$ cat src/rtl/uart_command_receiver.sv
// UART 8N1 receiver and 5-byte command parser (A5 ADDR DH DL CHK).
// Define UART_RX_PARITY_EN to expect an even parity bit before the stop bit.
module uart_command_receiver #(
    parameter int UART_CLK_FREQ  = 100_000_000,
    parameter int UART_BAUDRATE  = 9_200,
    parameter int UART_DATA_SIZE = 8,
    parameter int TIMEOUT_CYCLES = 5_000_000
) (
    input  logic        i_clock,
    input  logic        i_reset,
    input  logic        i_rxBit,
    output logic        o_wrValid,
    output logic [7:0]  o_wrAddr,
    output logic [15:0] o_wrData,
    output logic        o_error,
    output logic [1:0]  o_errorCode,
    output logic        o_busy
);

    localparam int CLKS_PER_BIT = UART_CLK_FREQ / UART_BAUDRATE;
    localparam int HALF_BIT     = CLKS_PER_BIT / 2;
    localparam int CW           = $clog2(CLKS_PER_BIT + 1);
    localparam int BW           = $clog2(UART_DATA_SIZE + 1);
    localparam int TW           = $clog2(TIMEOUT_CYCLES + 1);

`ifdef UART_RX_PARITY_EN
    typedef enum logic [2:0] {
        R_IDLE, R_START, R_DATA, R_PARITY, R_STOP
    } rx_state_t;
`else
    typedef enum logic [2:0] {
        R_IDLE, R_START, R_DATA, R_STOP
    } rx_state_t;
`endif

    typedef enum logic [2:0] {
        P_HDR, P_ADDR, P_DH, P_DL, P_CHK
    } pkt_state_t;

    logic                      r_rxSync1;
    logic                      r_rxSync2;
    logic                      r_rxPrev;
    rx_state_t                 r_rxState;
    rx_state_t                 w_rxNext;
    logic [CW-1:0]             r_clkCnt;
    logic [BW-1:0]             r_bitIdx;
    logic [UART_DATA_SIZE-1:0] r_shift;
    logic                      r_byteValid;
    logic                      r_frameErr;
    logic                      r_parErr;
    logic                      w_fall;
    logic                      w_half;
    logic                      w_tick;
    logic                      w_lastBit;
    logic                      w_sampleData;
    logic                      w_sampleStop;
    logic                      w_parErr;
    logic [7:0]                w_byte;

    pkt_state_t                r_pState;
    pkt_state_t                w_pNext;
    logic [7:0]                r_addr;
    logic [7:0]                r_dh;
    logic [7:0]                r_dl;
    logic [TW-1:0]             r_toCnt;
    logic                      w_timeout;
    logic                      w_chkOk;
    logic                      w_wrValid;
    logic                      w_error;
    logic [1:0]                w_errCode;
    logic                      r_wrValid;
    logic                      r_error;
    logic [1:0]                r_errorCode;
    logic [7:0]                r_wrAddr;
    logic [15:0]               r_wrData;

    assign w_fall    = r_rxPrev & ~r_rxSync2;
    assign w_half    = (r_clkCnt == CW'(HALF_BIT - 1));
    assign w_tick    = (r_clkCnt == CW'(CLKS_PER_BIT - 1));
    assign w_lastBit = (r_bitIdx == BW'(UART_DATA_SIZE - 1));
    assign w_byte    = r_shift[7:0];

    always_ff @(posedge i_clock or posedge i_reset) begin
        if (i_reset) r_rxState <= R_IDLE;
        else         r_rxState <= w_rxNext;
    end

    always_comb begin
        w_rxNext = r_rxState;
        unique case (r_rxState)
            R_IDLE:  if (w_fall) w_rxNext = R_START;
            R_START: if (w_half) w_rxNext = r_rxSync2 ? R_IDLE : R_DATA;
`ifdef UART_RX_PARITY_EN
            R_DATA:   if (w_tick && w_lastBit) w_rxNext = R_PARITY;
            R_PARITY: if (w_tick) w_rxNext = R_STOP;
`else
            R_DATA:  if (w_tick && w_lastBit) w_rxNext = R_STOP;
`endif
            R_STOP:  if (w_tick) w_rxNext = R_IDLE;
            default: w_rxNext = R_IDLE;
        endcase
    end

    always_comb begin
        w_sampleData = (r_rxState == R_DATA) && w_tick;
        w_sampleStop = (r_rxState == R_STOP) && w_tick;
    end

`ifdef UART_RX_PARITY_EN
    logic r_parBit;

    always_ff @(posedge i_clock or posedge i_reset) begin
        if (i_reset)
            r_parBit <= 1'b0;
        else if ((r_rxState == R_PARITY) && w_tick)
            r_parBit <= r_rxSync2;
    end

    // Even parity: data bits plus parity bit must XOR to zero.
    assign w_parErr = ^{r_shift, r_parBit};
`else
    assign w_parErr = 1'b0;
`endif

    // Edge detect on the synchronised line also makes a frame error wait for idle high.
    always_ff @(posedge i_clock or posedge i_reset) begin
        if (i_reset) begin
            r_rxSync1   <= 1'b1;
            r_rxSync2   <= 1'b1;
            r_rxPrev    <= 1'b1;
            r_clkCnt    <= '0;
            r_bitIdx    <= '0;
            r_shift     <= '0;
            r_byteValid <= 1'b0;
            r_frameErr  <= 1'b0;
            r_parErr    <= 1'b0;
        end else begin
            r_rxSync1 <= i_rxBit;
            r_rxSync2 <= r_rxSync1;
            r_rxPrev  <= r_rxSync2;
            if (r_rxState == R_IDLE || w_rxNext != r_rxState || w_tick)
                r_clkCnt <= '0;
            else
                r_clkCnt <= r_clkCnt + 1'b1;
            if (r_rxState == R_START)
                r_bitIdx <= '0;
            else if (w_sampleData)
                r_bitIdx <= r_bitIdx + 1'b1;
            if (w_sampleData)
                r_shift <= {r_rxSync2, r_shift[UART_DATA_SIZE-1:1]};
            r_byteValid <= w_sampleStop & r_rxSync2 & ~w_parErr;
            r_frameErr  <= w_sampleStop & ~r_rxSync2 & ~w_parErr;
            r_parErr    <= w_sampleStop & w_parErr;
        end
    end

    assign w_timeout = (r_pState != P_HDR) &&
                       (r_toCnt == TW'(TIMEOUT_CYCLES - 1));
    assign w_chkOk   = (w_byte == (r_addr ^ r_dh ^ r_dl));

    always_ff @(posedge i_clock or posedge i_reset) begin
        if (i_reset) r_pState <= P_HDR;
        else         r_pState <= w_pNext;
    end

    always_comb begin
        w_pNext = r_pState;
        if (r_parErr || r_frameErr) begin
            w_pNext = P_HDR;
        end else if (r_byteValid) begin
            unique case (r_pState)
                P_HDR:   if (w_byte == 8'hA5) w_pNext = P_ADDR;
                P_ADDR:  w_pNext = P_DH;
                P_DH:    w_pNext = P_DL;
                P_DL:    w_pNext = P_CHK;
                P_CHK:   w_pNext = P_HDR;
                default: w_pNext = P_HDR;
            endcase
        end else if (w_timeout) begin
            w_pNext = P_HDR;
        end
    end

    // Priority: parity > frame > checksum > timeout; a byte beats a timeout.
    always_comb begin
        w_wrValid = 1'b0;
        w_error   = 1'b0;
        w_errCode = 2'd0;
        if (r_parErr) begin
            w_error   = 1'b1;
            w_errCode = 2'd3;
        end else if (r_frameErr) begin
            w_error   = 1'b1;
            w_errCode = 2'd0;
        end else if (r_byteValid) begin
            if (r_pState == P_CHK) begin
                w_wrValid = w_chkOk;
                w_error   = ~w_chkOk;
                w_errCode = 2'd1;
            end
        end else if (w_timeout) begin
            w_error   = 1'b1;
            w_errCode = 2'd2;
        end
    end

    always_ff @(posedge i_clock or posedge i_reset) begin
        if (i_reset) begin
            r_addr      <= '0;
            r_dh        <= '0;
            r_dl        <= '0;
            r_toCnt     <= '0;
            r_wrValid   <= 1'b0;
            r_error     <= 1'b0;
            r_errorCode <= 2'd0;
            r_wrAddr    <= '0;
            r_wrData    <= '0;
        end else begin
            if (r_byteValid) begin
                if (r_pState == P_ADDR) r_addr <= w_byte;
                if (r_pState == P_DH)   r_dh   <= w_byte;
                if (r_pState == P_DL)   r_dl   <= w_byte;
            end
            if (r_byteValid || r_pState == P_HDR)
                r_toCnt <= '0;
            else
                r_toCnt <= r_toCnt + 1'b1;
            r_wrValid   <= w_wrValid;
            r_error     <= w_error;
            r_errorCode <= w_errCode;
            if (w_wrValid) begin
                r_wrAddr <= r_addr;
                r_wrData <= {r_dh, r_dl};
            end
        end
    end

    assign o_wrValid   = r_wrValid;
    assign o_wrAddr    = r_wrAddr;
    assign o_wrData    = r_wrData;
    assign o_error     = r_error;
    assign o_errorCode = r_errorCode;
    assign o_busy      = (r_pState != P_HDR);

endmodule

$ cat config.mk
export PLATFORM = sky130hd
export DESIGN_NAME = uart_command_receiver
export DESIGN_NICKNAME = d
export VERILOG_FILES = /design/src/rtl/uart_command_receiver.sv
export SDC_FILE = /design/constraint.sdc
export NUM_CORES = 1
export LEC_CHECK = 0
export ABC_AREA = 1
export BUFFER_PORTS_ARGS = -buffer_cell sky130_fd_sc_hd__buf_2
export CORE_MARGIN = 2
export CORE_UTILIZATION = 45
export DETAILED_ROUTE_END_ITERATION = 6
export GPL_ROUTABILITY_DRIVEN = 0
export PLACE_DENSITY = 0.59
export SYNTH_ARGS = -nofsm -noshare
export SYNTH_HDL_FRONTEND = slang
export SYNTH_SLANG_ARGS = --single-unit
$ cat constraint.sdc
create_clock -name i_clock -period 5.4 [get_ports i_clock]
set_clock_uncertainty 0.15 [all_clocks]
set_input_delay 1.08 -clock i_clock [delete_from_list [all_inputs] [get_ports i_clock]]
set_output_delay 1.08 -clock i_clock [all_outputs]
set_load 0.005 [all_outputs]
==> reports/qor.tcl, run 1 <==
set qor(n_fill_cell) 1167
set qor(power_report.internal_total_w) 0.00117
set qor(sequential_to_total_area_share_from_yosys_stat) 0.510
set qor(maximum_level_of_the_cts_h_tree) 3
set qor(timing_max_transition_violations_final) 0
set qor(vias_in_the_first_global_route) 3888
set qor(antenna_cells_inserted) 0
set qor(gr-max-usage-layer) {met1}
set qor(postRouteAntennaNets) 0
set qor(grt_overflow) 0
set qor(hold_ws_ns) 0.202
set qor(cp_max_fo) 20
set qor(outcome) {completed}
set qor(synth_largest_area_cell) {dfrtp_1}
set qor(synth_edf_count) 0
set qor(max_cap_violations) 0
set qor(cts_buffers) 9
set qor(timing.hold.worst.class) {reg2reg}
set qor(power.density_mw_per_mm2) 250
set qor(worst_slew_pin_slew_ns) 1.12
set qor(leakage_nw) 2.84
set qor(postSynthAreaPerCell_um2) 7.84
set qor(drive_gt1_frac) 0.0917
set qor(worst_hold_startpoint) {r_rxSync1}
set qor(layout-area-overhead-vs-synth_pct) 9.58
set qor(grt.met2_usage) 0.260
set qor(r2r.worst_path.cells) 10
set qor(floorplan.die_area_mm2) 0.0131
set qor(power.switching_w) 0.000332
set qor(cts_tree) {built}
set qor(achievable-frequency_ghz) 0.351
set qor(port-buffer-count) 31
set qor(rr_startpoint) {r_clkCnt[0]}
set qor(dp_worst_setup_slack_ns) 2.49
set qor(cts_setup_buffers) 0
set qor(switching_share) 0.221
set qor(pwr-share-seq) 0.561
set qor(netlist.area_leader.share) 0.496
set qor(maximum_number_of_pins_on_one_net_before_global_route_repair) 71
set qor(initial_antenna_violation_count) 0
set qor(clock_power_share) 0.422
set qor(finalSetupViolations) 0
set qor(detail_route.wirelength_mm) 11.1
set qor(first_iter_violations) 307
set qor(chipWidth_um) 115
set qor(synth.top_cells.by_area) {dfrtp_1 50%, nand2_1 12%, inv_1 6.5%}
set qor(synth.distinct_cells) 33
set qor(timing.final.ws_setup_ns) 2.55
set qor(ys_warn_count) 0
set qor(postSynthNetCount) 709
set qor(rsz0062_at_grt) {false}
set qor(clk-insertion-delay-late_ns) 0.36
set qor(grt_first_pass_wirelength_mm) 19.0
set qor(gr-usage-all-layers) 0.184
set qor(cts_num_sinks) 112
set qor(crit_path_end_kind) {register}
set qor(worstSetupStartpointType) {register}
set qor(final_hold_violation_count) 0
set qor(floorplan.initialDensity) 0.460
set qor(grt.met3_usage) 0.0535
set qor(io-pin-count) 32
set qor(syn_inst) 701
set qor(detail_route.drc_violations) 0
set qor(rows) 40
set qor(yosys.cell_count.top_type) {nand2_1}
set qor(synth_area_mm2) 0.00550
set qor(synth_common_cells) {183 x nand2_1, 109 x dfrtp_1, 95 x inv_1, 91 x nor2_1, 42 x o21ai_0}
set qor(cts-hold-fix-buffers) 0
set qor(synth_seq_cells) 112
set qor(cts_buffer_depth) 2
set qor(dpl.hpwl_mm) 8.02
set qor(rrSetupSlack_ns) 2.55
set qor(min_delay_path_depth) 0
set qor(nNetsFinal) 734
set qor(crit-reg2reg-capture) {r_clkCnt[13]}
set qor(ctsResizeCount) 0
set qor(wl_per_instance_um) 12.7
set qor(min_delay_worst_endpoint) {r_rxSync2}
set qor(irDropWorstVdd_mv) 0.243
set qor(met1_grt_util) 0.276
set qor(slew_headroom) 0.250
set qor(clkTransAtPathRegs_ns) 0.07
set qor(post-layout-total-power_w) 0.00150
set qor(setup.worst_path.class) {reg2reg}
set qor(fin_tns_setup_ns) 0
set qor(ys.flop_type) {dfrtp_1}
set qor(cp_data_arrival_time_ns) 2.98
set qor(critical_path.startpoint) {r_clkCnt[0]}
set qor(die_h_um) 115
set qor(detailroute.via_count) 4330
set qor(min_period_over_period) 0.527
set qor(critPathRequiredTime_ns) 5.53
set qor(fin_crit_ns) 2.85
set qor(root_buffer) {clkbuf_16}
set qor(vias_per_cell) 4.93
set qor(drt-pass1-iter-count) 4
set qor(p_comb_frac) 0.017
set qor(core_area_mm2) 0.0120
set qor(synth-async-reset-ratio) 1.00
-- state kept, by name, indices dropped and copies added, names as in the netlist --
name         cells
r_toCnt         23
o_wrData        16
r_clkCnt        14
o_wrAddr         8
r_addr           8
r_dh             8
r_dl             8
r_shift          8
r_bitIdx         4
r_pState         3
r_rxState        3
o_errorCode      2
o_error          1
o_wrValid        1
r_byteValid      1
r_frameErr       1
r_rxPrev         1
r_rxSync1        1
r_rxSync2        1
-- cells in the final DEF, fill, tap and decap left out, types with 9 or more instances in the layout --
cell and instances:
clkbuf_16 9, nor2_1 91, inv_1 94, a21oi_1 17
xor2_1 15, dfrtp_1 109, nand4_1 15, nor3_1 21
nand2_1 183, nand3_1 41, buf_2 31, o21ai_1 15
o21ai_0 42
-- critical path, cell delays in order, from the launching register on --
cell	delay, ns
dfrtp_1	0.43
inv_1	0.08
ha_1	0.14
nand2_1	0.06
nor2_1	0.10
nand3_1	0.11
nor2_1	0.86
nand3_1	0.20
nand3_1	0.15
nand2_1	0.29
nor2_1	0.19
-- area by class of cell --
cell class	instances	area, um^2	area share
Inverter	100	378	0.0627
Sequential cell	112	2810	0.466
Multi-Input combinational cell	471	2220	0.368
Tap cell	147	184	0.0305
Clock inverter	4	31.3	0.00519
Timing Repair Buffer	32	163	0.0270
Clock buffer	12	246	0.0409
-- power groups by stage --
stage	combinational [W]	sequential [W]	clock, W
floorplan	0.0000188	0.000860	0
global placement	0.0000260	0.000860	0
detailed placement	0.0000266	0.000860	0
CTS	0.0000266	0.000844	0.000660
global route	0.0000304	0.000844	0.000690
finish	0.0000249	0.000844	0.000635
-- worst max-delay path by stage --
| stage | to | cells after the start | slack, ns |
|---|---|---|---|
| after global placement | r_clkCnt[0] | 10 | 2.57 |
| after detailed placement | r_clkCnt[8] | 10 | 2.49 |
| after global routing | r_clkCnt[4] | 10 | 2.15 |
| after floorplan | o_error | 1 | 1.22 |
| final | r_clkCnt[13] | 10 | 2.55 |
| after CTS | r_clkCnt[13] | 10 | 2.48 |
-- layer usage --
metal	up-vias	part of all wire
li1	2253	-
met1	2004	0.53
met2	62	0.42
met3	11	0.043
met4	0	0.010
met5	-	0
-- per-stage QoR --
| stage | util | instances | cell area [um^2] |
|---|---|---|---|
| after global routing | 0.504 | 878 | 6030 |
| after CTS | 0.504 | 878 | 6030 |
| after global placement | 0.481 | 862 | 5750 |
| final | 0.504 | 878 | 6030 |
| after floorplan | - | 701 | 5500 |
| after detailed placement | 0.481 | 862 | 5750 |
-- cell families (layout without fill, tap and decap cells) --
group | Yosys count | after routing | synth area share
AO/OA/AOI/OAI | 81 | 81 | 0.0785
XOR/XNOR | 19 | 19 | 0.0303
adder cells (fa/ha/maj) | 5 | 5 | 0.0114
buffers and inverters | 118 | 148 | 0.0865
flip-flops | 112 | 112 | 0.510
other | 1 | 1 | 0.000682
AND/OR/NAND/NOR | 365 | 365 | 0.282
No activity file was read; power rests on OpenSTA's default activity.
==> run 2, diff against run 1 <==
Settings changed: ABC_AREA 1 to 0.
Clock period 5.4 ns to 2.8 ns, I/O delays scaled along.
==> reports/qor.tcl, run 2 <==
set qor(synth_area_mm2) 0.00505 ;# -8.1%
set qor(largest_reg_flops) 23 ;# unchanged
set qor(detailed_place.area_mm2) 0.00541 ;# -5.8%
set qor(layout-area-overhead-vs-synth_pct) 11.1
set qor(cts_tree) {built}
set qor(crit-reg2reg-capture) {o_wrData[2]}
set qor(outcome) {completed}
set qor(most_flops_register) {r_toCnt}
set qor(io-pin-count) 32 ;# unchanged
set qor(synth.top_cells.by_area) {dfrtp_1 54%, mux2_2 12%, xnor2_1 5.2%}
set qor(gr-usage-all-layers) 0.165 ;# -0.0184
set qor(layout.cells.most_common) {dfrtp_1}
set qor(timing.hold.worst.class) {in2async}
set qor(slowest_delay_ns) 0.50 ;# -0.36 ns
set qor(final_cell_area_mm2) 0.00561 ;# -6.9%
set qor(netlist.area_leader.share) 0.540 ;# +0.0439
set qor(core_area_mm2) 0.0109 ;# -9.0%
set qor(detail_route.drc_violations) 0 ;# unchanged
set qor(min_period_over_period) 0.802
set qor(postSynthNetCount) 430 ;# -39%
set qor(timing.final.ws_setup_ns) 0.555 ;# -2.00 ns
set qor(die_h_um) 110 ;# -4.0%
set qor(synth-async-reset-ratio) 1.00 ;# unchanged
set qor(timing_max_transition_violations_final) 0 ;# unchanged
set qor(cts_buffers) 9 ;# unchanged
set qor(achievable-frequency_ghz) 0.445
set qor(root_buffer) {clkbuf_8}
set qor(cp_data_arrival_time_ns) 1.53 ;# -1.45 ns
set qor(dpl.hpwl_mm) 6.26 ;# -22%
set qor(max_cap_violations) 0 ;# unchanged
set qor(antenna_cells_inserted) 0 ;# unchanged
set qor(maximum_level_of_the_cts_h_tree) 3 ;# unchanged
set qor(crit_path_end_kind) {primary output}
set qor(synth_edf_count) 0 ;# unchanged
set qor(irDropWorstVdd_mv) 0.275 ;# +13%
set qor(port-buffer-count) 31 ;# unchanged
set qor(rr_startpoint) {r_shift[6]}
set qor(clk-insertion-delay-late_ns) 0.38 ;# +0.02 ns
set qor(synth_common_cells) {109 x dfrtp_1, 56 x nor2_1, 55 x mux2_2, 30 x xnor2_1, 26 x xor2_1}
set qor(power.density_mw_per_mm2) 472 ;# +89%
set qor(r2r.worst_path.cells) 6 ;# -4
set qor(rsz0062_at_grt) {false}
set qor(dpl.cell_count) 590 ;# -32%
set qor(synth.distinct_cells) 50 ;# +52%
set qor(floorplan.die_area_mm2) 0.0121 ;# -7.8%
set qor(yosys.cell_count.top_type) {dfrtp_1}
set qor(rows) 38 ;# -5.0%
set qor(layout.cells.non_filler) 606 ;# -31%
set qor(wl_per_instance_um) 14.8 ;# +17%
set qor(ys_warn_count) 0 ;# unchanged
set qor(initial_antenna_violation_count) 0 ;# unchanged
set qor(finalSetupViolations) 0 ;# unchanged
set qor(grt_first_pass_wirelength_mm) 15.3 ;# -19%
set qor(nNetsFinal) 469 ;# -36%
set qor(detail_route.wirelength_mm) 8.97 ;# -20%
set qor(floorplan.initialDensity) 0.464 ;# +0.00430
set qor(synth_largest_area_cell) {dfrtp_1}
set qor(fin_crit_ns) 2.24
set qor(critical_path.endpoint) {o_busy}
set qor(vias_per_cell) 5.21 ;# +5.7%
set qor(critical_path.startpoint) {r_pState[2]}
set qor(slew_headroom) 0.562 ;# +0.311
set qor(postSynthAreaPerCell_um2) 12.0 ;# +53%
set qor(cts-hold-fix-buffers) 0 ;# unchanged
set qor(crit_chain) {or3_1 > buf_2}
set qor(critPathRequiredTime_ns) 2.09 ;# -3.44 ns
set qor(cts_buffer_depth) 2 ;# unchanged
set qor(leakage_nw) 2.61 ;# -8.1%
set qor(clkTransAtPathRegs_ns) 0.10 ;# +0.03 ns
set qor(vias_in_the_first_global_route) 3145 ;# -19%
set qor(grt_overflow) 0 ;# unchanged
set qor(syn_inst) 422 ;# -40%
set qor(sequential_to_total_area_share_from_yosys_stat) 0.555 ;# +0.0451
set qor(layout.cells.most_common_list) {109 x dfrtp_1, 56 x nor2_1, 55 x mux2_2, 31 x buf_2, 30 x xnor2_1}
set qor(dp_worst_setup_slack_ns) 0.560 ;# -1.93 ns
set qor(cts_num_sinks) 112 ;# unchanged
set qor(fin_tns_setup_ns) 0 ;# unchanged
set qor(postRouteAntennaNets) 0 ;# unchanged
set qor(ctsResizeCount) 0 ;# unchanged
set qor(ys.flop_type) {dfrtp_1}
set qor(drt-pass1-iter-count) 4 ;# unchanged
set qor(first_iter_violations) 114 ;# -63%
set qor(detailroute.via_count) 3159 ;# -27%
set qor(drive_gt1_frac) 0.260 ;# +0.168
set qor(worstSetupStartpointType) {register}
set qor(setup.worst_path.class) {reg2out}
set qor(cts_setup_buffers) 0 ;# unchanged
set qor(cp_max_fo) 9 ;# -55%
set qor(synth_seq_cells) 112 ;# unchanged
set qor(rrSetupSlack_ns) 0.57 ;# -1.98 ns
set qor(chipWidth_um) 110 ;# -4.0%
set qor(maximum_number_of_pins_on_one_net_before_global_route_repair) 64 ;# -9.9%
set qor(final_hold_violation_count) 0 ;# unchanged
set qor(worst_slew_pin_slew_ns) 0.654 ;# -0.466 ns
set qor(critical-path-slowest-cell) {or3_1}
-- run 2: power by group --
group | leakage, nW | internal (W) | switching (W)
Sequential | 1.55 | 0.00162 | 0.00000640
Clock | 0.0928 | 0.000441 | 0.000528
Combinational | 0.970 | 0.0000134 | 0.0000410
Total | 2.61 | 0.00208 | 0.000575
-- run 2: how the worst min path moves through the flow --
stage | startpoint | to | slack (ns)
floorplan | r_rxSync1 | r_rxSync2 | 0.20
global placement | r_rxSync1 | r_rxSync2 | 0.20
detailed placement | r_rxSync1 | r_rxSync2 | 0.20
CTS | i_rxBit | r_rxSync1 | 0.11
global route | i_rxBit | r_rxSync1 | 0.11
finish | i_reset | r_toCnt[15] | 0.12
-- run 2: logic make-up after synthesis --
family,after synthesis,share of synthesized area
muxes,57,0.127
xor gates and xnor gates,56,0.0971
DFF,112,0.555
AOI/OAI and AO/OA,23,0.0295
buffers and inverters,21,0.0206
other,1,0.000742
adders and majority gates,5,0.0124
and+or+nand+nor,147,0.158
-- run 2: critical path, delay by kind of cell (launching register included) --
family | cells | cell delay [ns]
buffers and inverters | 1 | 0.17
and+or+nand+nor | 1 | 0.50
DFF | 1 | 0.49
-- run 2: metal layers --
| metal | routed length (um) | track usage | share of wire |
|---|---|---|---|
| met3 | 255 | 0.0332 | 0.028 |
| met1 | 4500 | 0.231 | 0.50 |
| met2 | 4040 | 0.248 | 0.45 |
| met4 | 171 | 0.0732 | 0.019 |
| met5 | 0 | 0 | 0 |
-- run 2: layout make-up --
class | count | area, um^2
Multi-Input combinational cell | 289 | 2150
Sequential cell | 112 | 2810
Clock inverter | 4 | 53.8
Tap cell | 140 | 175
Inverter | 11 | 45.0
Clock buffer | 12 | 145
Timing Repair Buffer | 38 | 233
Fill cell | 972 | 5280
-- run 2: stage by stage --
step	power [W]	hold WS [ns]	utilization
after floorplan	0.00170	0.195	-
after global placement	0.00172	0.200	0.497
after detailed placement	0.00172	0.199	0.497
after CTS	0.00269	0.108	0.516
after global routing	0.00277	0.113	0.516
final	0.00265	0.120	0.516
